<file path="src/rtl/lcd_pkg.sv">
// Shared constants and state type for the LCD message arbiter.
// No ports; imported by lcd_rr_pick and lcd_msg_arbiter.
package lcd_pkg;

  localparam logic [7:0] LCD_NEWLINE = 8'h0A;
  localparam int LCD_COOLDOWN = 2;

  typedef enum logic {
    ST_IDLE   = 1'b0,
    ST_STREAM = 1'b1
  } lcd_arb_state_t;

endpackage

</file>
<file path="src/rtl/lcd_rr_pick.sv">
// Round-robin picker: first set bit of req scanning upward from ptr.
// Ports: req (requests), ptr (start index), pick (one-hot), idx (index).
module lcd_rr_pick
  import lcd_pkg::*;
#(
  parameter int N  = 2,
  parameter int PW = 1
) (
  input  logic [N-1:0]  req,
  input  logic [PW-1:0] ptr,
  output logic [N-1:0]  pick,
  output logic [PW-1:0] idx
);

  always_comb begin
    logic          found;
    logic [PW-1:0] j;
    pick  = '0;
    idx   = '0;
    found = 1'b0;
    j     = '0;
    for (int k = 0; k < N; k++) begin
      j = PW'((int'(ptr) + k) % N);
      if (!found && req[j]) begin
        found   = 1'b1;
        pick[j] = 1'b1;
        idx     = j;
      end
    end
  end

endmodule

</file>
<file path="src/rtl/lcd_msg_arbiter.sv">
// Round-robin message arbiter feeding one lcd_printer, with auto line wrap.
// Ports: req_valid/req_char/req_last/req_ready per source; char/print/busy
// to the printer; grant (one-hot owner) and active (message in flight).
module lcd_msg_arbiter
  import lcd_pkg::*;
#(
  parameter int N_REQ    = 2,
  parameter int LINE_LEN = 16
) (
  input  logic               clk,
  input  logic               rst,
  input  logic [N_REQ-1:0]   req_valid,
  input  logic [8*N_REQ-1:0] req_char,
  input  logic [N_REQ-1:0]   req_last,
  output logic [N_REQ-1:0]   req_ready,
  output logic [7:0]         char,
  output logic               print,
  input  logic               busy,
  output logic [N_REQ-1:0]   grant,
  output logic               active
);

  localparam int PW  = $clog2(N_REQ);
  localparam int CW  = $clog2(LINE_LEN + 1);
  localparam int CDW = $clog2(LCD_COOLDOWN + 1);

  lcd_arb_state_t state_q, state_d;
  logic [N_REQ-1:0] grant_q, grant_d;
  logic [PW-1:0]    gidx_q, gidx_d;
  logic [PW-1:0]    rr_ptr_q, rr_ptr_d;
  logic [CW-1:0]    col_q, col_d;
  logic [CDW-1:0]   cd_q, cd_d;
  logic [7:0]       char_q, char_d;
  logic             print_q, print_d;

  logic [N_REQ-1:0][7:0] chars;
  logic [N_REQ-1:0]      pick;
  logic [PW-1:0]         pick_idx;
  logic [PW-1:0]         ptr_next;

  logic       g_valid;
  logic       g_last;
  logic [7:0] g_char;
  logic       streaming;
  logic       slot_ok;
  logic       wrap_hold;
  logic       take;
  logic       wrap_emit;

  assign chars = req_char;

  lcd_rr_pick #(
    .N  (N_REQ),
    .PW (PW)
  ) u_pick (
    .req  (req_valid),
    .ptr  (rr_ptr_q),
    .pick (pick),
    .idx  (pick_idx)
  );

  assign g_valid   = req_valid[gidx_q];
  assign g_last    = req_last[gidx_q];
  assign g_char    = chars[gidx_q];
  assign streaming = (state_q == ST_STREAM);

  // One print slot every 3 cycles, only while the printer has room.
  assign slot_ok = streaming && !busy && (cd_q == '0);

  // A full line holds the next printable byte until a newline is sent.
  assign wrap_hold = (col_q == CW'(LINE_LEN)) &&
                     (g_char != LCD_NEWLINE);

  assign take      = slot_ok && !wrap_hold && g_valid;
  assign wrap_emit = slot_ok && wrap_hold && g_valid;

  assign req_ready = (slot_ok && !wrap_hold) ? grant_q : '0;

  assign ptr_next = (gidx_q == PW'(N_REQ - 1)) ?
                    '0 : gidx_q + PW'(1);

  always_comb begin
    state_d  = state_q;
    grant_d  = grant_q;
    gidx_d   = gidx_q;
    rr_ptr_d = rr_ptr_q;
    col_d    = col_q;
    cd_d     = (cd_q != '0) ? cd_q - CDW'(1) : '0;
    char_d   = char_q;
    print_d  = 1'b0;
    unique case (state_q)
      ST_IDLE: begin
        if (|req_valid) begin
          state_d = ST_STREAM;
          grant_d = pick;
          gidx_d  = pick_idx;
        end
      end
      ST_STREAM: begin
        unique case (1'b1)
          wrap_emit: begin
            print_d = 1'b1;
            char_d  = LCD_NEWLINE;
            col_d   = '0;
            cd_d    = CDW'(LCD_COOLDOWN);
          end
          take: begin
            print_d = 1'b1;
            char_d  = g_char;
            cd_d    = CDW'(LCD_COOLDOWN);
            // Non-printables still occupy a cell on the display.
            col_d   = (g_char == LCD_NEWLINE) ?
                      '0 : col_q + CW'(1);
            if (g_last) begin
              rr_ptr_d = ptr_next;
              grant_d  = '0;
              state_d  = ST_IDLE;
            end
          end
          default: ;
        endcase
      end
      default: state_d = ST_IDLE;
    endcase
  end

  always_ff @(posedge clk or posedge rst) begin
    if (rst) begin
      state_q  <= ST_IDLE;
      grant_q  <= '0;
      gidx_q   <= '0;
      rr_ptr_q <= '0;
      col_q    <= '0;
      cd_q     <= '0;
      char_q   <= '0;
      print_q  <= 1'b0;
    end else begin
      state_q  <= state_d;
      grant_q  <= grant_d;
      gidx_q   <= gidx_d;
      rr_ptr_q <= rr_ptr_d;
      col_q    <= col_d;
      cd_q     <= cd_d;
      char_q   <= char_d;
      print_q  <= print_d;
    end
  end

  assign char   = char_q;
  assign print  = print_q;
  assign grant  = grant_q;
  assign active = streaming;

endmodule
</file>
<file path="config.mk">
export PLATFORM = sky130hd
export DESIGN_NAME = lcd_msg_arbiter
export DESIGN_NICKNAME = d
export VERILOG_FILES = /design/src/rtl/lcd_pkg.sv /design/src/rtl/lcd_rr_pick.sv /design/src/rtl/lcd_msg_arbiter.sv
export SDC_FILE = /design/constraint.sdc
export NUM_CORES = 1
export LEC_CHECK = 0
export BUFFER_PORTS_ARGS = -buffer_cell sky130_fd_sc_hd__buf_2
export CORE_MARGIN = 5
export CORE_UTILIZATION = 30
export CTS_CLUSTER_SIZE = 20
export DETAILED_ROUTE_END_ITERATION = 16
export PLACE_DENSITY = 0.59
export SLEW_MARGIN = 20
export SYNTH_ARGS = -nofsm -noshare
export SYNTH_HDL_FRONTEND = slang
export SYNTH_HIERARCHICAL = 1
export SYNTH_SLANG_ARGS = --single-unit
export TNS_END_PERCENT = 100
</file>
<file path="constraint.sdc">
create_clock -name clk -period 2.1 [get_ports clk]
set_input_delay 0.315 -clock clk [delete_from_list [all_inputs] [get_ports clk]]
set_output_delay 0.315 -clock clk [all_outputs]
set_load 0.02 [all_outputs]
</file>
==> reports/qor.csv <==
stage;metric;value;unit
status;status;completed;
worst_setup_path;crit_fanout;2;
clock_network;numCtsBuffers;3;
timing;holdWs;0.2018;ns
global_routing;grt_pass1_wl;5.023;mm
synthesis;yosysMostFrequentCell;dfrtp_1;
synthesis;async_reset_ff_frac;1.000;
synthesis;yosysWarnings;6;
worst_setup_path;rrSetupSlack;0.11;ns
synthesis;synthTopCellsByArea;dfrtp_1 (46%), mux2i_1 (9.5%), nand2_1 (4.2%);
timing;fmax;0.4990;GHz
floorplanning;row_count;22;
floorplanning;design.core.area;3689;µm²
final_layout;final_layout_size_suffix_gt1_frac;0.3677;
floorplanning;io_pins;37;
route;wl_per_cell;13.95;µm
worst_setup_path;r2r-start;cd_q[1];
synthesis;synth_common_cells;dfrtp_1 (21), nand2_1 (13), mux2i_1 (11);
flow_run;maxCapViolCount;0;
clock_network;cts_sinks;21;
worst_setup_path;startpoint_type;flip-flop;
synthesis;synth.distinct_cells;37;
timing;finalCriticalPeriod;2.004;ns
synthesis;synth.avg_cell_area;10.58;µm²
floorplanning;die_height;72.01;µm
worst_setup_path;reg2reg_to;col_q[3];
clock_network;clk_latency;0.25;ns
final_layout;final_cells;203;
pwr;switchingPower;0.0008223;W
timing;finalMaxSlewViolations;0;
pwr;p_leak;0.7560;nW
route;num_vias;995;
clock_network;htree_levels;1;
pwr;p_seq_frac;0.343;
clock_network;cts.clk_slew.worst_paths;0.07;ns
final_layout;syn_to_final_growth;31.78;%
route;ant_nets;0;
worst_setup_path;r2r_cells;5;
pwr;p_clk_frac;0.126;
pwr;p_comb_frac;0.531;
synthesis;synth_nets;134;
pwr;swShare;0.4030;
clock_network;cts_tree;yes;
placement;gp_congestion;0.7658;
timing;setup_viol;0;
worst_setup_path;critPathKind;reg -> out;
worst_setup_path;worst_setup_path_end_kind;output port;
placement;portBuffers;36;
placement;place_hpwl;2.235;mm
route;viasPerCell;4.901;
final_layout;antennaDiodeCount;0;
synthesis;synth_edf_count;0;
pwr;vdd_drop_max;0.4400;mV
synthesis;yosysTopAreaCell;dfrtp_1;
route;firstDrtPassIters;4;
worst_hold_path;hold_class;in -> async;
worst_setup_path;critPathRequiredTime;1.78;ns
placement;dp.cells;197;
final_layout;nets;181;
global_routing;grt_max_degree;22;
global_routing;grt_usage;0.1193;
timing;final-hold-violation-count;0;
synthesis;ys_seq_area_frac;0.4555;
timing;slew_headroom;0.4606;
floorplanning;initial_core_util;0.3128;
timing;worst_slew_pin_slew;0.8082;ns
timing;fin_crit_sh;0.9544;
global_routing;grt_pass1_vias;1104;
route;drc;0;
floorplanning;die_area;5185;µm²
synthesis;synthesis.area;1154;µm²
synthesis;synth-seq-cells;21;
global_routing;antenna_found_initial;0;
synthesis;synth_flop_cell;dfrtp_1;
clock_network;clk_path_buf_depth;2;
synthesis;synth_top_area_share;0.4555;
clock_network;root_buffer;clkbuf_8;
timing;rsz0062_at_grt;false;
route;drt-total-wl;2.832;mm
global_routing;gr-total-overflow;0;
route;drtIter0Drc;60;
floorplanning;fp.dieW;72.01;µm
worst_setup_path;crit_arrival;1.69;ns
pwr;power_density;1342;nW/µm²
synthesis;synthCells;109;
timing;finalSetupTns;0;ns
pwr;intPower;0.001218;W
timing;skew;0.003821;ns
stage by stage:
| step | util | power, W | setup WS [ns] | area [µm²] |
|---|---|---|---|---|
| final | 0.4121 | 0.002040 | 0.09585 | 1520 |
| after global placement | 0.3901 | 0.001687 | 0.1276 | 1439 |
| after CTS | 0.4104 | 0.002059 | 0.009624 | 1514 |
| after detailed placement | 0.3901 | 0.001719 | 0.09208 | 1439 |
| after floorplan | - | 0.001365 | 0.005617 | 1161 |
| after global routing | 0.4121 | 0.002210 | 0.002065 | 1520 |
logic make-up (layout without fill, tap and decap cells):
group / after synthesis / count (layout) / synth area share
compound gates: 24 / 24 / 0.1768
fa+ha+maj: 2 / 2 / 0.02169
mux: 12 / 12 / 0.1052
flops: 21 / 21 / 0.4555
buf+inv: 13 / 59 / 0.05206
simple gates: 37 / 37 / 0.1887
metal layers:
metal / vias to the layer above / GRT usage / part of all wire
met4: 0 / 0.03549 / 0.012
met1: 485 / 0.1416 / 0.42
met2: 17 / 0.2143 / 0.53
met3: 6 / 0.02632 / 0.036
li1: 487 / - / -
met5: - / 0 / 0
critical path, cell delays in order (launching register included):
cell and delay, ns:
dfrtp_1 0.39, inv_1 0.09, ha_1 0.14, nor4bb_4 0.21
a21boi_4 0.24, nor2_1 0.08, and2_1 0.15, buf_2 0.15
power groups by stage:
stage                     combinational [W]  clock, W  sequential, W
final                               0.00108  0.000258       0.000699
after global routing                0.00119  0.000289       0.000729
after CTS                           0.00109  0.000266       0.000701
after detailed placement            0.00102         0       0.000699
after global placement             0.000993         0       0.000694
after floorplan                    0.000577         0       0.000788
worst max-delay path by stage:
stage                     startpoint      endpoint  cells after the start
after floorplan             col_q[0]  req_ready[0]                      6
after global placement          busy      col_q[3]                      6
after detailed placement        busy      col_q[3]                      6
after CTS                   col_q[1]  req_ready[1]                      7
after global routing        col_q[1]  req_ready[0]                      7
final                       col_q[1]  req_ready[1]                      7
flip-flops by register name, indices dropped and copies added (netlist names):
register	cells
active	1
gidx_q	1
print	1
cd_q	2
col_q	5
rr_ptr_q	1
char	8
grant	2
repair_timing:
item / 4_1_cts / 5_1_grt
buffers inserted: 2 / 0
pin swaps: 0 / 1
setup endpoints to repair: 2 / 2
hold buffers: 0 / 0
gates resized for setup: 2 / 1
layout by cell type, fill, tap and decap left out, types with 3 or more instances in the layout:
cell type	Yosys	final
and2_1	3	3
buf_2	0	36
buf_4	1	11
clkbuf_8	0	3
dfrtp_1	21	21
inv_1	8	8
mux2i_1	11	11
nand2_1	13	13
nor2_1	4	4
nor2b_1	3	3
nor4_1	3	3
o31ai_1	6	6
area by class of cell:
class,instances,area [µm²]
inverter,8,30.03
sequential,21,525.5
clock buffer,4,45.04
timing repair buffer,47,262.8
tap,48,60.06
fill,387,2168
multi-input combinational,75,596.8
Power figures use the tool's default switching activity.
